`config.mk`:
```
export PLATFORM = sky130hd
export DESIGN_NAME = counter_scheduler
export DESIGN_NICKNAME = d
export VERILOG_FILES = /design/src/rtl/counter_scheduler.sv
export SDC_FILE = /design/constraint.sdc
export NUM_CORES = 1
export LEC_CHECK = 0
export ABC_AREA = 1
export BUFFER_PORTS_ARGS = -buffer_cell sky130_fd_sc_hd__buf_2
export CAP_MARGIN = 15
export CORE_UTILIZATION = 51
export CTS_CLUSTER_DIAMETER = 40
export DETAILED_ROUTE_END_ITERATION = 6
export MAX_ROUTING_LAYER = met4
export PLACE_DENSITY = 0.82
export SLEW_MARGIN = 20
export SYNTH_ARGS = -nofsm -noshare
export SYNTH_HDL_FRONTEND = slang
export SYNTH_SLANG_ARGS = --single-unit
```
`constraint.sdc`:
```
create_clock -name clock -period 1.9 [get_ports clock]
set_clock_uncertainty 0.2 [all_clocks]
set_input_delay 0.475 -clock clock [delete_from_list [all_inputs] [get_ports clock]]
set_output_delay 0.475 -clock clock [all_outputs]
set_load 0.05 [all_outputs]
```
`src/rtl/counter_scheduler.sv`:
```
// Two-requester counter scheduler: grants one requester at a time, counts up to
// its latched limit, pulses done, and alternates ownership when both contend.
module counter_scheduler #(
  parameter int CW = 4
) (
  input  logic          clock,
  input  logic          clear_n,
  input  logic [1:0]    req,
  input  logic [CW-1:0] limit0,
  input  logic [CW-1:0] limit1,
  input  logic          pause,
  output logic [1:0]    grant,
  output logic          busy,
  output logic [CW-1:0] count,
  output logic          done,
  output logic          done_id
);

  typedef enum logic [1:0] {
    IDLE = 2'd0,
    RUN  = 2'd1,
    DONE = 2'd2
  } state_t;

  state_t        state, state_nxt;
  logic [1:0]    grant_nxt;
  logic [CW-1:0] count_nxt;
  logic [CW-1:0] lim, lim_nxt;
  logic          done_nxt, done_id_nxt;
  logic          owner, owner_nxt;
  logic          last, last_nxt;
  logic          winner;

  always_comb begin
    // NOTE: every signal written here gets a default first so no path can infer a latch.
    state_nxt   = state;
    grant_nxt   = grant;
    count_nxt   = count;
    lim_nxt     = lim;
    owner_nxt   = owner;
    last_nxt    = last;
    done_nxt    = 1'b0;
    done_id_nxt = done_id;
    winner      = 1'b0;

    unique case (state)
      IDLE: begin
        grant_nxt = 2'b00;
        count_nxt = '0;
        if (req != 2'b00) begin
          // On contention the requester not served last wins.
          winner    = (req == 2'b11) ? ~last : req[1];
          owner_nxt = winner;
          grant_nxt = winner ? 2'b10 : 2'b01;
          lim_nxt   = winner ? limit1 : limit0;
          state_nxt = RUN;
        end
      end
      RUN: begin
        if (!req[owner]) begin
          // Abort takes priority over pause.
          state_nxt = IDLE;
          grant_nxt = 2'b00;
          count_nxt = '0;
          last_nxt  = owner;
        end else if (!pause) begin
          if (count == lim) begin
            state_nxt   = DONE;
            done_nxt    = 1'b1;
            done_id_nxt = owner;
          end else begin
            count_nxt = count + CW'(1);
          end
        end
      end
      DONE: begin
        state_nxt = IDLE;
        grant_nxt = 2'b00;
        count_nxt = '0;
        last_nxt  = owner;
      end
      default: begin
        state_nxt = IDLE;
        grant_nxt = 2'b00;
        count_nxt = '0;
      end
    endcase
  end

  // NOTE: sequential state uses non-blocking assignments so all registers update together.
  always_ff @(posedge clock or negedge clear_n) begin
    if (!clear_n) begin
      state   <= IDLE;
      grant   <= 2'b00;
      busy    <= 1'b0;
      count   <= '0;
      done    <= 1'b0;
      done_id <= 1'b0;
      lim     <= '0;
      owner   <= 1'b0;
      last    <= 1'b1;
    end else begin
      state   <= state_nxt;
      grant   <= grant_nxt;
      busy    <= (state_nxt != IDLE);
      count   <= count_nxt;
      done    <= done_nxt;
      done_id <= done_id_nxt;
      lim     <= lim_nxt;
      owner   <= owner_nxt;
      last    <= last_nxt;
    end
  end

endmodule

```
### After elaboration in Yosys (flattened, before gate mapping)

Index checks and enable logic that the tools add are counted.

* $add $sub $neg: 1
* equality and inequality tests: 7
* bitwise operators: 2
* mux-type cells: 23
* reductions and logical operators: 8
* order comparisons: 1

Operators by type and width (number)
* $mux 4: 5
* $mux 2: 7
* $mux 1: 8
* $pmux 2 s2: 2
* $ne 3x3->1 const B: 2
* $reduce_and 2->1: 3
* $reduce_bool 2->1: 3
* $add 4x1->4 const B: 1
* $eq 2x2->1 const B: 2
* $eq 4x4->1: 1
* $reduce_and 4->1: 1
* $eq 2x1->1 const B: 1
* $logic_not 2->1: 1
* $lt 1x2->1 const B: 1
* $ne 2x2->1 const B: 1
* $not 1->1: 2
* $pmux 1 s2: 1

* output and inout bits: 9
* bits in registers: 17

### Logic depth before layout (Yosys ltp)

Gate-level depths: netlist (run 1).

* depth in word-level cells: 6
* mapped depth: 9
* mapped depth without buffers: 9

### Least setup slack after synthesis (run 1)

OpenSTA, ideal clock, no wires.

* kind: reg2reg
* start point: reg count[0]
* end point: reg count[2]
* path buffers: 0
* arrival: 1.454 ns
* stages on the path, launching flop included: 7
* setup slack: 0.178 ns
* clock period less this slack: 1.722 ns
* required time: 1.633 ns
* cell sequence: dfrtp_1 ha_1 nand2_1 bufinv_8 nor4_1 nand2_1 nand2_1

* cells in the longest elaborated chain, start to end: 5
* elaborated cells between the ends (all ways): 8

Ends and longest elaborated chain
* start: declaration: RTL line 14 `output logic [CW-1:0] count,`
* start signal: assignment: RTL line 106 `count <= count_nxt;`
* $add 4x1->4: RTL line 72 `count_nxt = count + CW'(1);`
* $mux 4: RTL line 67 `if (count == lim) begin`
* $mux 4: RTL line 66 `end else if (!pause) begin`
* $mux 4: RTL line 60 `if (!req[owner]) begin`
* $mux 4: RTL line 46 `unique case (state)`

Parallel ways exist; a longest one is shown, timed or not. The select of a mux whose other input is x is not followed.
A chain may end at the register's enable or synchronous reset.

### Worst setup path after layout (run 1)

* start point: reg count[2]
* end point: out count[2]

No word-level cell between the ends.

==> impl_metrics.yaml, run 1 <==
status:
  status: "finished, final reports clean"
timing:
  relSlewSlack_pct: 74.0
  period_share_pct: 92.2
  period_needed_ns: 1.75
  hold_violations: 0
  rsz0062_at_grt: "no"
  setup_tns_ns: 0
  setup_viol: 0
  holdWs_ns: 0.239
  fmax_mhz: 571
  setup_ws_ns: 0.147
  tightest_slew_ns: 0.390
  maxSlewViolCount: 0
global_routing:
  grt_pass1_vias: 778
  grt.overflow.total: 0
  antenna_found_initial: 0
  grt_max_degree: 18
  grt_first_pass_wirelength_mm: 3.39
  grtUsageTotal_pct: 24.4
detailed_routing:
  ant_nets: 0
  drtIter0Drc: 15
  routed_wl_mm: 1.92
  routedWlPerCell_microns: 11.8
  vias: 811
  vias_per_cell: 4.98
  drcViolationCount: 0
  first_pass_iters: 4
power_and_ir_drop:
  p_switching_mw: 0.842
  pwr-share-clk_pct: 11.1
  p_leak_nw: 0.615
  netSwitchingFraction_pct: 50.1
  vdd_drop_max_v: 0.00102
  powerDensity_mw_per_mm2: 1520
  finalPower_mw: 1.68
  intPower_mw: 0.840
  sequentialPowerShare_pct: 35.9
  comb_power_share_pct: 53.0
hold_path:
  whs_path_depth: 3
  hold_path_end: "lim[3]"
  min_from: "limit0[3]"
  hold_class: "input port to register"
die:
  die_x_microns: 45.1
  core-area_sq_mm: 0.00173
  start_util_pct: 54.9
  die_height_microns: 45.1
  die-area_sq_mm: 0.00204
  rows: 15
  pin_count: 22
clock_tree:
  htreeDepth: 1
  cts_root_buf: "clkbuf_4"
  cts_resized: 0
  cts_setup_buffers: 0
  cts.sinks: 17
  ctsHoldBuffers: 1
  insertion_delay_ns: 0.28
  clockBufferDepth: 2
  cts_tree: "yes"
  cts_made_buffers: 3
  clk_pin_slew_worst_paths_ns: 0.09
worst_setup_path:
  crit_family: "flip-flops"
  crit_path_end_kind: "output port"
  cp.required_ns: 1.22
  reg2reg_depth: 6
  path_cells: "buf_2"
  criticalPathCategory: "register to output port"
  critPathMaxFanout: 8
  crit_buf_inv: 1
  crit_slowest_cell: "dfrtp_1"
  rr_startpoint: "count[0]"
  r2r_end: "count[2]"
  r2r_setup_slack_ns: 0.35
  critPathArrivalTime_ns: 1.08
  critPathMaxStageDelay_ns: 0.48
  start_kind: "register"
finish:
  instances_no_fill: 163
  post-route-util_pct: 64.1
  area_growth_pct: 16.6
  final_layout_size_suffix_gt1_share_pct: 31.9
  fin_area_sq_mm: 0.00111
  antennaDiodeCount: 0
  finalNetCount: 153
logic_synthesis:
  syn_avg_cell_area_sq_um: 8.39
  syn_inst: 113
  synth_cell_type_count: 23
  seq_area_frac_synth_pct: 45.0
  synth-edff-count: 0
  ys_ff_latch: 17
  syn_nets: 127
  async_flop_share_pct: 100
  ys_warn_count: 0
  synth_flop_cell: "dfrtp_1"
  syn_area_sq_um: 948
placed_design:
  pre_cts_ws_ns: 0.291
  place_congestion: 0.837
  placed_area_sq_mm: 0.00107
  hpwl_mm: 1.51
  dpl.cell_count: 158
  place.port_buffers: 21
run:
  cap_viol_max_count: 0
## cell type report
type                    count  area, sq um
clock buffers               4         26.3
well taps                  25         31.3
repair buffers             22          115
fillers                   164          621
multi-input cells          75          418
flip-flops and latches     17          427
inverters                  20         88.8
## Yosys cell counts, types with 3 or more instances
| cell type | n | area (sq um) |
|---|---|---|
| inv_1 | 15 | 56.3 |
| nor2_1 | 4 | 15.0 |
| inv_2 | 4 | 15.0 |
| nand2_2 | 5 | 31.3 |
| nand2_4 | 3 | 33.8 |
| nand3_1 | 8 | 40.0 |
| o22ai_1 | 3 | 18.8 |
| o21ai_1 | 8 | 40.0 |
| nand2_1 | 29 | 109 |
| nand4_1 | 4 | 25.0 |
| nor2_4 | 3 | 33.8 |
| dfrtp_1 | 16 | 400 |
## power groups by stage
stage / clock (mW) / combinational, mW / sequential [mW]
floorplan: 0 / 0.551 / 0.787
global placement: 0 / 0.862 / 0.600
detailed placement: 0 / 0.894 / 0.610
CTS: 0.197 / 0.899 / 0.603
global route: 0.217 / 0.989 / 0.617
finish: 0.188 / 0.891 / 0.603
## registers in the layout (all words and copies together) (netlist names)
name and count:
busy 1, done_id 1, lim 4, owner 1, last 1, state 2
count 4, grant 2, done 1
## layer usage
metal  global-route usage (%)  vias to the layer above  part of all wire, %
li1                         -                      413                    -
met4                     8.48                        0                  1.2
met2                     40.3                       29                   49
met3                     4.00                        4                  5.3
met1                     30.1                      365                   44
met5                        -                        -                    0
## placed cells by master (no fill, tap or decap), types with 3 or more instances in the layout
cell type   n
clkbuf_4    3
nand2_2     5
nor2_1      4
nor2_4      3
o22ai_1     3
inv_1      15
nand3_1     8
o21ai_1     8
nand2_1    29
dfrtp_1    16
nand4_1     4
buf_2      21
nand2_4     3
inv_2       4
## logic make-up after synthesis
logic type,count (synthesis),share of synthesized area [%]
compound gates,14,8.44
simple gates,60,34.3
fa+ha+maj,1,1.32
flops,17,45.0
buf+inv,21,10.9
## how the worst max path moves through the flow
stage                           to  startpoint  cells past startpoint  slack (ns)
after floorplan           count[2]    count[0]                      6        0.18
after detailed placement   done_id      req[1]                      8        0.29
after global routing      count[2]    count[2]                      1        0.08
after global placement     done_id      req[0]                      8        0.35
after CTS                 count[1]    count[1]                      1        0.13
final                     count[2]    count[2]                      1        0.15
No activity file was read; power rests on OpenSTA's default activity.
==> inputs of run 2 (changes only) <==
REMOVE_ABC_BUFFERS = 1   (was unset)
==> run 2 against run 1 <==
Via count shrank 1.8%. Critical path depth is the same. Final cell count did not move. Hold slack better by 0.0037 ns. Non-clock buffer count did not move. Cell area is the same. Setup slack worse by 0.017 ns. Clock-buffer cell count unchanged. Critical endpoint is now count[1].
==> impl_metrics.yaml, run 2 (synthesized netlist as in run 1, its figures left out) <==
status:
  status: "finished, final reports clean"
finish:
  final_cell_mix: "nand2_1, buf_2, dfrtp_1, inv_1"
  post-route-util_pct: 64.1
  top_regs: "count (4), lim (4)"
  final_layout_size_suffix_gt1_share_pct: 31.9
  final_common_cell: "nand2_1"
  fillCellCount: 157
  multi_input_area_sq_um: 418
  antennaDiodeCount: 0
  area_growth_pct: 16.6
  ff_latch_area_sq_um: 427
  finalNetCount: 153
die:
  die_height_microns: 45.1
  pin_count: 22
  core-area_sq_mm: 0.00173
  die_x_microns: 45.1
  die-area_sq_mm: 0.00204
  rows: 15
  start_util_pct: 54.9
worst_setup_path:
  critPathMaxFanout: 7
  start_kind: "register"
  critPathArrivalTime_ns: 1.09
  cp-startpoint: "count[1]"
  r2r_setup_slack_ns: 0.34
  path_cells: "buf_2"
  critPathMaxStageDelay_ns: 0.49
  crit_path_end_kind: "output port"
  crit_family: "flip-flops"
  crit_slowest_cell: "dfrtp_1"
  criticalPathCategory: "register to output port"
  cp.required_ns: 1.22
  rr_startpoint: "count[1]"
  crit_buf_inv: 1
global_routing:
  grt_pass1_vias: 719
  grt_first_pass_wirelength_mm: 3.09
  antenna_found_initial: 0
  grtUsageTotal_pct: 22.3
  grt_max_degree: 18
  grt.overflow.total: 0
clock_tree:
  insertion_delay_ns: 0.29
  cts_tree: "yes"
  htreeDepth: 1
  cts_resized: 0
  clockBufferDepth: 2
  clk_pin_slew_worst_paths_ns: 0.10
  cts_made_buffers: 3
  cts.sinks: 17
  cts_root_buf: "clkbuf_4"
timing:
  period_share_pct: 93.1
  tightest_slew_ns: 0.371
  hold_violations: 0
  rsz0062_at_grt: "no"
  fmax_mhz: 565
  maxSlewViolCount: 0
  setup_tns_ns: 0
  relSlewSlack_pct: 75.2
  setup_viol: 0
  period_needed_ns: 1.77
detailed_routing:
  vias_per_cell: 4.88
  ant_nets: 0
  drtIter0Drc: 20
  routedWlPerCell_microns: 11.3
  vias: 796
  routed_wl_mm: 1.84
  drcViolationCount: 0
  first_pass_iters: 4
power_and_ir_drop:
  finalPower_mw: 1.68
  vdd_drop_max_v: 0.00124
  p_leak_nw: 0.615
  powerDensity_mw_per_mm2: 1520
placed_design:
  place_congestion: 0.850
  hpwl_mm: 1.44
  place.port_buffers: 21
hold_path:
  hold_class: "input port to register"
  min_from: "limit0[3]"
run:
  cap_viol_max_count: 0
[run 2: routing by layer]
metal / wire (microns) / track usage [%] / vias to the layer above
li1: - / - / 413
met1: 867 / 27.2 / 361
met2: 875 / 36.5 / 17
met3: 57 / 2.40 / 5
met4: 36 / 10.9 / 0
met5: 0 / - / -
[run 2: per-stage QoR]
step	hold slack (ns)	cells	area (sq um)	setup WS, ns
after floorplan	-0.0206	112	933	0.178
after global placement	0.206	158	1070	0.352
after detailed placement	0.217	158	1070	0.262
after CTS	0.235	163	1110	0.124
after global routing	0.257	163	1110	0.0786
final	0.243	163	1110	0.130
[run 2: worst min-delay path, stage by stage]
cell and delay, ns:
buf_2 0.08, nand3_1 0.07, o211ai_1 0.08
[run 2: worst paths after layout]
| path | depth (start not counted) | endpoint |
|---|---|---|
| max | 1 | count[1] |
| min | 3 | lim[3] |
| max reg2reg | 6 | count[2] |
| min reg2reg | 2 | last |
| max in group asynchronous | 2 | last |
| min in group asynchronous | 2 | count[3] |
[run 2: repair_timing]
item | CTS | global route
setup buffers | 0 | 0
endpoints found under the hold margin | 16 | 0
hold buffers | 1 | 0
[run 2: layout make-up]
class,instances,area share [%]
tap,25,2.83
sequential,17,38.6
timing repair buffer,22,10.4
clock buffer,4,2.38
inverter,20,8.03
multi-input combinational,75,37.8
[run 2: power by group]
group / total [mW] / internal (mW) / switching (mW)
combinational: 0.884 / 0.256 / 0.628
sequential: 0.605 / 0.502 / 0.102
clock: 0.191 / 0.0816 / 0.109
